==> src/rtl/idli_fetch_pkg.sv <==
`default_nettype none
// ==== idli_fetch_pkg : shared fetch-stage types (FSM state, buffer entry) -- rev 1.0 ====
package idli_fetch_pkg;

  typedef enum logic [0:0] {
    FETCH_STATE_STREAM  = 1'b0,
    FETCH_STATE_RESTART = 1'b1
  } fetch_state_e;

  typedef struct packed {
    logic [15:0] instr;
    logic [15:0] pc;
  } fetch_entry_t;

endpackage
`default_nettype wire

==> src/rtl/idli_fetch_buf_m.sv <==
`default_nettype none
// ==== idli_fetch_buf_m : DEPTH-entry instruction FIFO, flush beats push -- rev 1.0 ====
module idli_fetch_buf_m
  import idli_fetch_pkg::*;
#(
  parameter int DEPTH = 2
) (
  input  logic         clk,
  input  logic         rst,
  input  logic         push,
  input  fetch_entry_t push_data,
  input  logic         pop,
  input  logic         flush,
  output fetch_entry_t head,
  output logic         full,
  output logic         empty
);

  localparam int AW = $clog2(DEPTH);
  localparam logic [AW:0] PTR_ONE = {{AW{1'b0}}, 1'b1};

  fetch_entry_t mem [DEPTH];
  logic [AW:0]  wr_ptr;
  logic [AW:0]  rd_ptr;
  logic         do_push;
  logic         do_pop;

  // Extra pointer bit distinguishes full from empty when the indices match.
  assign empty   = (wr_ptr == rd_ptr);
  assign full    = (wr_ptr[AW] != rd_ptr[AW]) && (wr_ptr[AW-1:0] == rd_ptr[AW-1:0]);
  assign do_pop  = pop & ~empty;
  assign do_push = push & (~full | do_pop);
  assign head    = mem[rd_ptr[AW-1:0]];

  always_ff @(posedge clk or posedge rst) begin
    if (rst) begin
      wr_ptr <= '0;
      rd_ptr <= '0;
    end else if (flush) begin
      rd_ptr <= wr_ptr;
    end else begin
      if (do_push) wr_ptr <= wr_ptr + PTR_ONE;
      if (do_pop)  rd_ptr <= rd_ptr + PTR_ONE;
    end
  end

  always_ff @(posedge clk) begin
    if (do_push && !flush) mem[wr_ptr[AW-1:0]] <= push_data;
  end

endmodule
`default_nettype wire

==> src/rtl/idli_fetch_m.sv <==
`default_nettype none
// ==== idli_fetch_m : SQI nibble stream -> 16b instruction words with restart control -- rev 1.0 ====
module idli_fetch_m
  import idli_fetch_pkg::*;
#(
  parameter int          DEPTH    = 2,
  parameter logic [15:0] RESET_PC = 16'h0000
) (
  input  logic        i_fetch_gck,
  input  logic        i_fetch_rst,
  input  logic        i_fetch_ctr_last_cycle,
  input  logic        i_fetch_sqi_vld,
  input  logic [3:0]  i_fetch_sqi_data,
  output logic        o_fetch_instr_vld,
  output logic [15:0] o_fetch_instr,
  output logic [15:0] o_fetch_instr_pc,
  input  logic        i_fetch_instr_rdy,
  input  logic        i_fetch_redirect,
  input  logic [15:0] i_fetch_redirect_pc,
  output logic        o_fetch_restart,
  output logic [15:0] o_fetch_addr
);

  fetch_state_e state;
  logic [15:0]  asm_q;
  logic [15:0]  fetch_pc;
  logic [15:0]  word;
  logic [15:0]  redirect_pc;
  logic         word_done;
  logic         streaming;
  logic         pop;
  logic         push;
  logic         overflow;
  logic         full;
  logic         empty;
  fetch_entry_t head;
  fetch_entry_t push_data;
  logic [4:0]   unused_bits;

  assign word        = {asm_q[11:0], i_fetch_sqi_data};
  assign word_done   = i_fetch_sqi_vld & i_fetch_ctr_last_cycle;
  assign streaming   = (state == FETCH_STATE_STREAM);
  assign redirect_pc = {i_fetch_redirect_pc[15:1], 1'b0};
  assign pop         = i_fetch_instr_rdy & ~empty;
  // A redirect in the same cycle wins over both a push and an overflow.
  assign push        = streaming & ~i_fetch_redirect & word_done & (~full | pop);
  assign overflow    = streaming & ~i_fetch_redirect & word_done & full & ~pop;
  assign push_data   = '{instr: word, pc: fetch_pc};
  assign unused_bits = {asm_q[15:12], i_fetch_redirect_pc[0]};

  idli_fetch_buf_m #(.DEPTH(DEPTH)) u_buf (
    .clk       (i_fetch_gck),
    .rst       (i_fetch_rst),
    .push      (push),
    .push_data (push_data),
    .pop       (pop),
    .flush     (i_fetch_redirect),
    .head      (head),
    .full      (full),
    .empty     (empty)
  );

  assign o_fetch_instr_vld = ~empty;
  assign o_fetch_instr     = head.instr;
  assign o_fetch_instr_pc  = head.pc;

  always_ff @(posedge i_fetch_gck or posedge i_fetch_rst) begin
    if (i_fetch_rst) begin
      state           <= FETCH_STATE_STREAM;
      asm_q           <= '0;
      fetch_pc        <= RESET_PC;
      o_fetch_addr    <= RESET_PC;
      o_fetch_restart <= 1'b0;
    end else begin
      if (i_fetch_redirect) begin
        fetch_pc     <= redirect_pc;
        o_fetch_addr <= redirect_pc;
      end else if (push) begin
        fetch_pc     <= fetch_pc + 16'd2;
      end else if (overflow) begin
        o_fetch_addr <= fetch_pc;
      end

      if (streaming) begin
        if (i_fetch_redirect || overflow) begin
          state           <= FETCH_STATE_RESTART;
          o_fetch_restart <= 1'b1;
          asm_q           <= '0;
        end else if (i_fetch_sqi_vld) begin
          asm_q <= word;
        end
      end else begin
        // SQI control re-latches INIT on the next period boundary.
        asm_q <= '0;
        if (i_fetch_ctr_last_cycle) begin
          state           <= FETCH_STATE_STREAM;
          o_fetch_restart <= 1'b0;
        end
      end
    end
  end

endmodule
`default_nettype wire

==> config.mk <==
export PLATFORM = sky130hd
export DESIGN_NAME = idli_fetch_m
export DESIGN_NICKNAME = d
export VERILOG_FILES = /design/src/rtl/idli_fetch_pkg.sv /design/src/rtl/idli_fetch_buf_m.sv /design/src/rtl/idli_fetch_m.sv
export SDC_FILE = /design/constraint.sdc
export NUM_CORES = 1
export LEC_CHECK = 0
export CORE_MARGIN = 1.5
export CORE_UTILIZATION = 53
export DETAILED_ROUTE_END_ITERATION = 10
export PLACE_DENSITY_LB_ADDON = 0.08
export SYNTH_ARGS = -nofsm -noshare
export SYNTH_HDL_FRONTEND = slang
export SYNTH_SLANG_ARGS = --single-unit
==> constraint.sdc <==
create_clock -name i_fetch_gck -period 4.6 [get_ports i_fetch_gck]
set_input_delay 0.46 -clock i_fetch_gck [delete_from_list [all_inputs] [get_ports i_fetch_gck]]
set_output_delay 0.46 -clock i_fetch_gck [all_outputs]
set_load 0.02 [all_outputs]
# Word level (Yosys, flattened, before mapping)
# Memories as Yosys holds them, arrays and structs flattened.
# Cells that the tools add are included.
# word_totals
wordCells	62
n_memories	1
regBits	50
ramBits	64
# op_classes
bitwise_logic	16
n_eq_ne	5
reduce_logical	12
addsub	3
mux	18
# memory_table
name	words	word_bits	rd	rd_ports_with_merged_regs	wr	line	text
u_buf.mem	2	32	1	0	1	idli_fetch_buf_m.sv:22	fetch_entry_t mem [DEPTH];
# op_table
operator	n
$mux W16	5
$mux W12	3
$add A16 B2 Y16 const B	1
$and A1 B1 Y1	9
$mux W1	8
$reduce_bool A2 Y1	4
$reduce_and A2 Y1	3
$not A1 Y1	5
$add A2 B1 Y2 const B	2
$mux W2	2
$ne A2 B2 Y1 const B	2
$reduce_bool A3 Y1	1
$eq A2 B2 Y1	1
$logic_and A1 B1 Y1	2
$or A1 B1 Y1	2
$eq A1 B1 Y1	1
$logic_not A1 Y1	1
$logic_or A1 B1 Y1	1
$ne A1 B1 Y1	1

# Depth between registers and ports, before layout
# depth
depth_word	9
ltp_mapped	7

# Modules after synthesis
# From an unflattened synthesis, not the netlist that was laid out.
# hier_totals
hier_cells	369
hier_area_um2	4835.9
# modules_own_cells
mod	cells_per_inst	seq_area_each_um2	instances	area_per_inst_um2
idli_fetch_buf_m	135	2021.9	1	2593.7
idli_fetch_m	234	1126.1	1	2242.2

# Worst setup path before layout
# Ideal clock, no wire load.
# synth_path
path_kind	input to register
from	input port i_fetch_sqi_vld
to	memory u_buf.mem[0][10] (netlist bit) (enable)
t_arrival_ns	3.217
cell_stages	5
setup_time_ns	0.459
path_slack_ns	0.923
required_ns	4.141
path_buffers	2
cell_sequence	buf_2 -> and3b_1 -> o31ai_2 -> buf_2 -> nor3_1
# synth_via
elab_chain_cells	7
# synth_lines
item	line	text
start: declaration	idli_fetch_m.sv:12	input logic i_fetch_sqi_vld,
$and A1 B1 Y1	idli_fetch_m.sv:41	assign word_done = i_fetch_sqi_vld & i_fetch_ctr_last_cycle;
$and A1 B1 Y1 (2 in a row)	idli_fetch_m.sv:46	assign push = streaming & ~i_fetch_redirect & word_done & (~full | pop);
$and A1 B1 Y1	idli_fetch_buf_m.sv:32	assign do_push = push & (~full | do_pop);
$logic_and A1 B1 Y1	idli_fetch_buf_m.sv:48	if (do_push && !flush) mem[wr_ptr[AW-1:0]] <= push_data;
$mux W1	idli_fetch_buf_m.sv:48	
$mux W1 (not written as such)	idli_fetch_buf_m.sv:48	
end: declaration	idli_fetch_buf_m.sv:22	
# Every way passes these cells.

# Final worst setup path
# layout_path
from	register u_buf.rd_ptr[0]
to	output port o_fetch_instr_pc[3]
# layout_via
elab_chain_cells	1
# layout_lines
item	line	text
start: declaration	idli_fetch_buf_m.sv:24	logic [AW:0] rd_ptr;
start signal: assignment	idli_fetch_buf_m.sv:40	rd_ptr <= wr_ptr;
start signal: assignment	idli_fetch_buf_m.sv:43	if (do_pop) rd_ptr <= rd_ptr + PTR_ONE;
$mem_v2 Z2 W32	-	
end: declaration	idli_fetch_m.sv:16	output logic [15:0] o_fetch_instr_pc,
# Every way passes these cells.

==> run_results.csv <==
group,metric,value,unit
timing,fin_tns_setup,0,ps
synth,yosysWarnings,0,
synth,netlist.area_leader.share,39.5,%
setup_path,r2r_slack,1990,ps
clock_network,cts.sinks,111,
floorplan,start_util,54.3,%
synth,yosys.area.top_type,"edfxtp_1",
setup_path,end_kind,"output port",
pwr,pwr-share-seq,48.0,%
clock_network,htreeDepth,3,
setup_path,path_buf_inv,2,
setup_path,cp.required,4140,ps
setup_path,critPathTopFamily,"buffers and inverters",
clock_network,root_buffer,"clkbuf_8",
setup_path,critPathLaunchType,"flip-flop",
layout,design_area,0.00568,mm2
route,vias,2920,
layout,nets,432,
route,avgRoutedWirePerCell,17.3,um
timing,slew_headroom,20.8,%
timing,hold_viol_final,0,
floorplan,die_height,97.3,um
floorplan,die_width,97.3,um
clock_network,cts_setup_buffers,0,
pwr,p_per_area,441,mW/mm2
clock_network,clock_path_buffers,2,
setup_path,worstPathArrival,2190,ps
floorplan,coreArea,0.00868,mm2
timing,fin_skew,10.5,ps
setup_path,critPathMaxFanout,34,
setup_path,critPathMaxStageDelay,540,ps
synth,synthArstFlopShare,44.1,%
place,dpl_cell_area,0.00551,mm2
place,dp_hpwl,5.72,mm
timing,tightestPinTransition,1190,ps
clock_network,clk_pin_slew,100,ps
setup_path,critical_path_depth,3,
place,port-buffer-count,73,
synth,syn_inst,336,
pwr,p_sw,798,uW
layout,n_antenna_cell,0,
pwr,ir_drop,0.235,mV
synth,synth_fp_nets,363,
synth,syn-mean-instance-area,14.0,um2
floorplan,die-area,0.00947,mm2
pwr,p_int,1.71,mW
global_route,overflow,0,
pwr,clock_power_share,20.8,%
global_route,grt_max_degree,50,
synth,synth.distinct_cells,50,
flow_run,cap_violations,0,
floorplan,rows,34,
route,drt.antenna.violating_nets,0,
timing,rsz0062_at_grt,"false",
global_route,grt_pass1_wl,14.6,mm
route,first_pass_iters,5,
clock_network,cts_resized,0,
clock_network,cts_tree,"done",
pwr,p_comb_share,31.2,%
synth,synth.top_cells.by_area,"edfxtp_1 39%, dfrtp_1 26%, mux2_2 7.4%",
synth,ys.flop_type,"edfxtp_1",
min_path,hold_class,"reg2reg",
clock_network,cts_made_buffers,9,
global_route,grt_usage,19.8,%
route,wl,8.94,mm
layout,fillCellCount,674,
synth,yosysSeqAreaShare,65.5,%
timing,finalCritPeriodShare,57.6,%
synth,syn_area,0.00471,mm2
clock_network,clkLatencyLatePin,360,ps
route,drcViolationCount,0,
synth,synth_edf_count,62,
pwr,swShare,31.9,%
timing,setup_violations,0,
global_route,grt_pass1_vias,2836,
setup_path,path_cells,"buf_4 -> mux2_2 -> clkdlybuf4s50_1",
timing,timing.final.crit_period,2650,ps
route,viasPerCell,5.64,
pwr,p_leak,2.06,nW
min_path,hold_depth,0,
route,first_iter_violations,130,
clock_network,cts_hold_buffers,0,
global_route,antenna_found_initial,0,
layout,final_layout_size_suffix_gt1_share,16.6,%
synth,synth_seq_cells,111,
timing,fmax,378,MHz
floorplan,boundaryPins,76,
setup_path,slowest_stage,"clkdlybuf4s50_1",
timing,finalMaxSlewViolations,0,
setup_path,critPathKind,"reg2out",
place,gp_congestion,0.776,
status,status,"complete, no violations",
layout,area_growth_syn_to_layout,20.4,%
setup_path,r2r_cells,4,
==> power by group through the flow <==
stage               Sequential [mW]  Clock, mW  Combinational [mW]
finish                         1.20      0.521               0.782
global route                   1.22      0.570               0.840
CTS                            1.20      0.531               0.792
detailed placement             1.22          0               0.785
global placement               1.22          0               0.782
floorplan                      1.22          0               0.502
==> cells in the final DEF (no fill, tap or decap), types with 3 or more instances in the layout <==
cell,instances
nand2_1,23
inv_1,4
nand2b_1,5
nor3_1,8
a21oi_1,8
clkdlybuf4s50_1,73
mux2i_1,21
dfrtp_1,49
edfxtp_1,62
clkbuf_8,9
or3_1,5
a31oi_1,7
nor2_1,29
o31a_1,6
mux2_2,31
o311a_2,3
o21ai_0,11
buf_4,6
or4_1,3
a211oi_2,4
==> cells by family after synthesis <==
family                     count (synthesis)  share of synthesized area (%)
adders and majority gates                  1                          0.265
buffers and inverters                     26                           3.26
and+or+nand+nor                           89                           9.55
other                                      1                         0.0795
DFF                                      111                           65.5
xor gates and xnor gates                   6                           1.43
AOI/OAI and AO/OA                         50                           8.04
muxes                                     52                           11.9
==> registers in the layout, indices dropped and copies added, names as in the netlist <==
| register | cells |
|---|---|
| state | 1 |
| o_fetch_restart | 1 |
| u_buf.mem | 62 |
| asm_q | 12 |
| fetch_pc | 15 |
| o_fetch_addr | 16 |
| u_buf.rd_ptr | 2 |
| u_buf.wr_ptr | 2 |
==> worst paths after layout <==
kind,to,startpoint
hold / removal,u_buf.mem[1][29],asm_q[9]
setup reg to reg,u_buf.mem[0][21],u_buf.wr_ptr[0]
min in group asynchronous,asm_q[6],i_fetch_rst
hold reg to reg,u_buf.mem[1][29],asm_q[9]
setup / recovery,o_fetch_instr_pc[3],u_buf.rd_ptr[0]
max in group asynchronous,fetch_pc[7],i_fetch_rst
==> worst register-to-register path: cells and delay by family, from the launching register on <==
| family | cells | cell delay [ps] |
|---|---|---|
| flops | 1 | 520 |
| xor+xnor | 1 | 270 |
| buf+inv | 1 | 340 |
| simple gates | 1 | 220 |
| compound gates | 1 | 960 |
==> cells in the mapped netlist (6+ instances only) <==
| cell | count |
|---|---|
| nor2_1 | 29 |
| o31a_1 | 6 |
| nor3_1 | 9 |
| mux2i_1 | 21 |
| a31oi_1 | 7 |
| mux2_2 | 31 |
| edfxtp_1 | 62 |
| o21ai_0 | 11 |
| a21oi_1 | 8 |
| dfrtp_1 | 49 |
| clkbuf_1 | 9 |
| nand2_1 | 23 |
==> metal layers <==
metal | track usage [%] | share of wire (%) | up-vias
li1 | - | - | 1375
met1 | 29.4 | 46 | 1437
met2 | 30.2 | 47 | 98
met3 | 3.67 | 5.2 | 10
met4 | 5.71 | 1.1 | 0
met5 | 0 | 0 | -
==> cell type report <==
cell class	instances	area [um2]	share of cell area (%)
clock buffer	11	131	2.31
clock inverter	5	33.8	0.595
inverter	5	18.8	0.331
multi-input combinational	199	1490	26.3
sequential	111	3090	54.4
tap	108	135	2.38
timing repair buffer	79	776	13.7
==> per-stage QoR <==
| stage | std cells | worst slack (ps) | utilization (%) | power, mW | hold slack, ps |
|---|---|---|---|---|---|
| 4_1_cts | 518 | 1920 | 65.4 | 2.53 | 485 |
| 3_5_place_dp | 502 | 1590 | 63.5 | 2.01 | 466 |
| 6_report | 518 | 1950 | 65.4 | 2.51 | 485 |
| 3_3_place_gp | 502 | 1600 | 63.5 | 2.00 | 446 |
| 5_1_grt | 518 | 1810 | 65.4 | 2.63 | 486 |
| 2_1_floorplan | 336 | 923 | - | 1.72 | 441 |
Note: power is estimated with default switching activity, not from simulation.
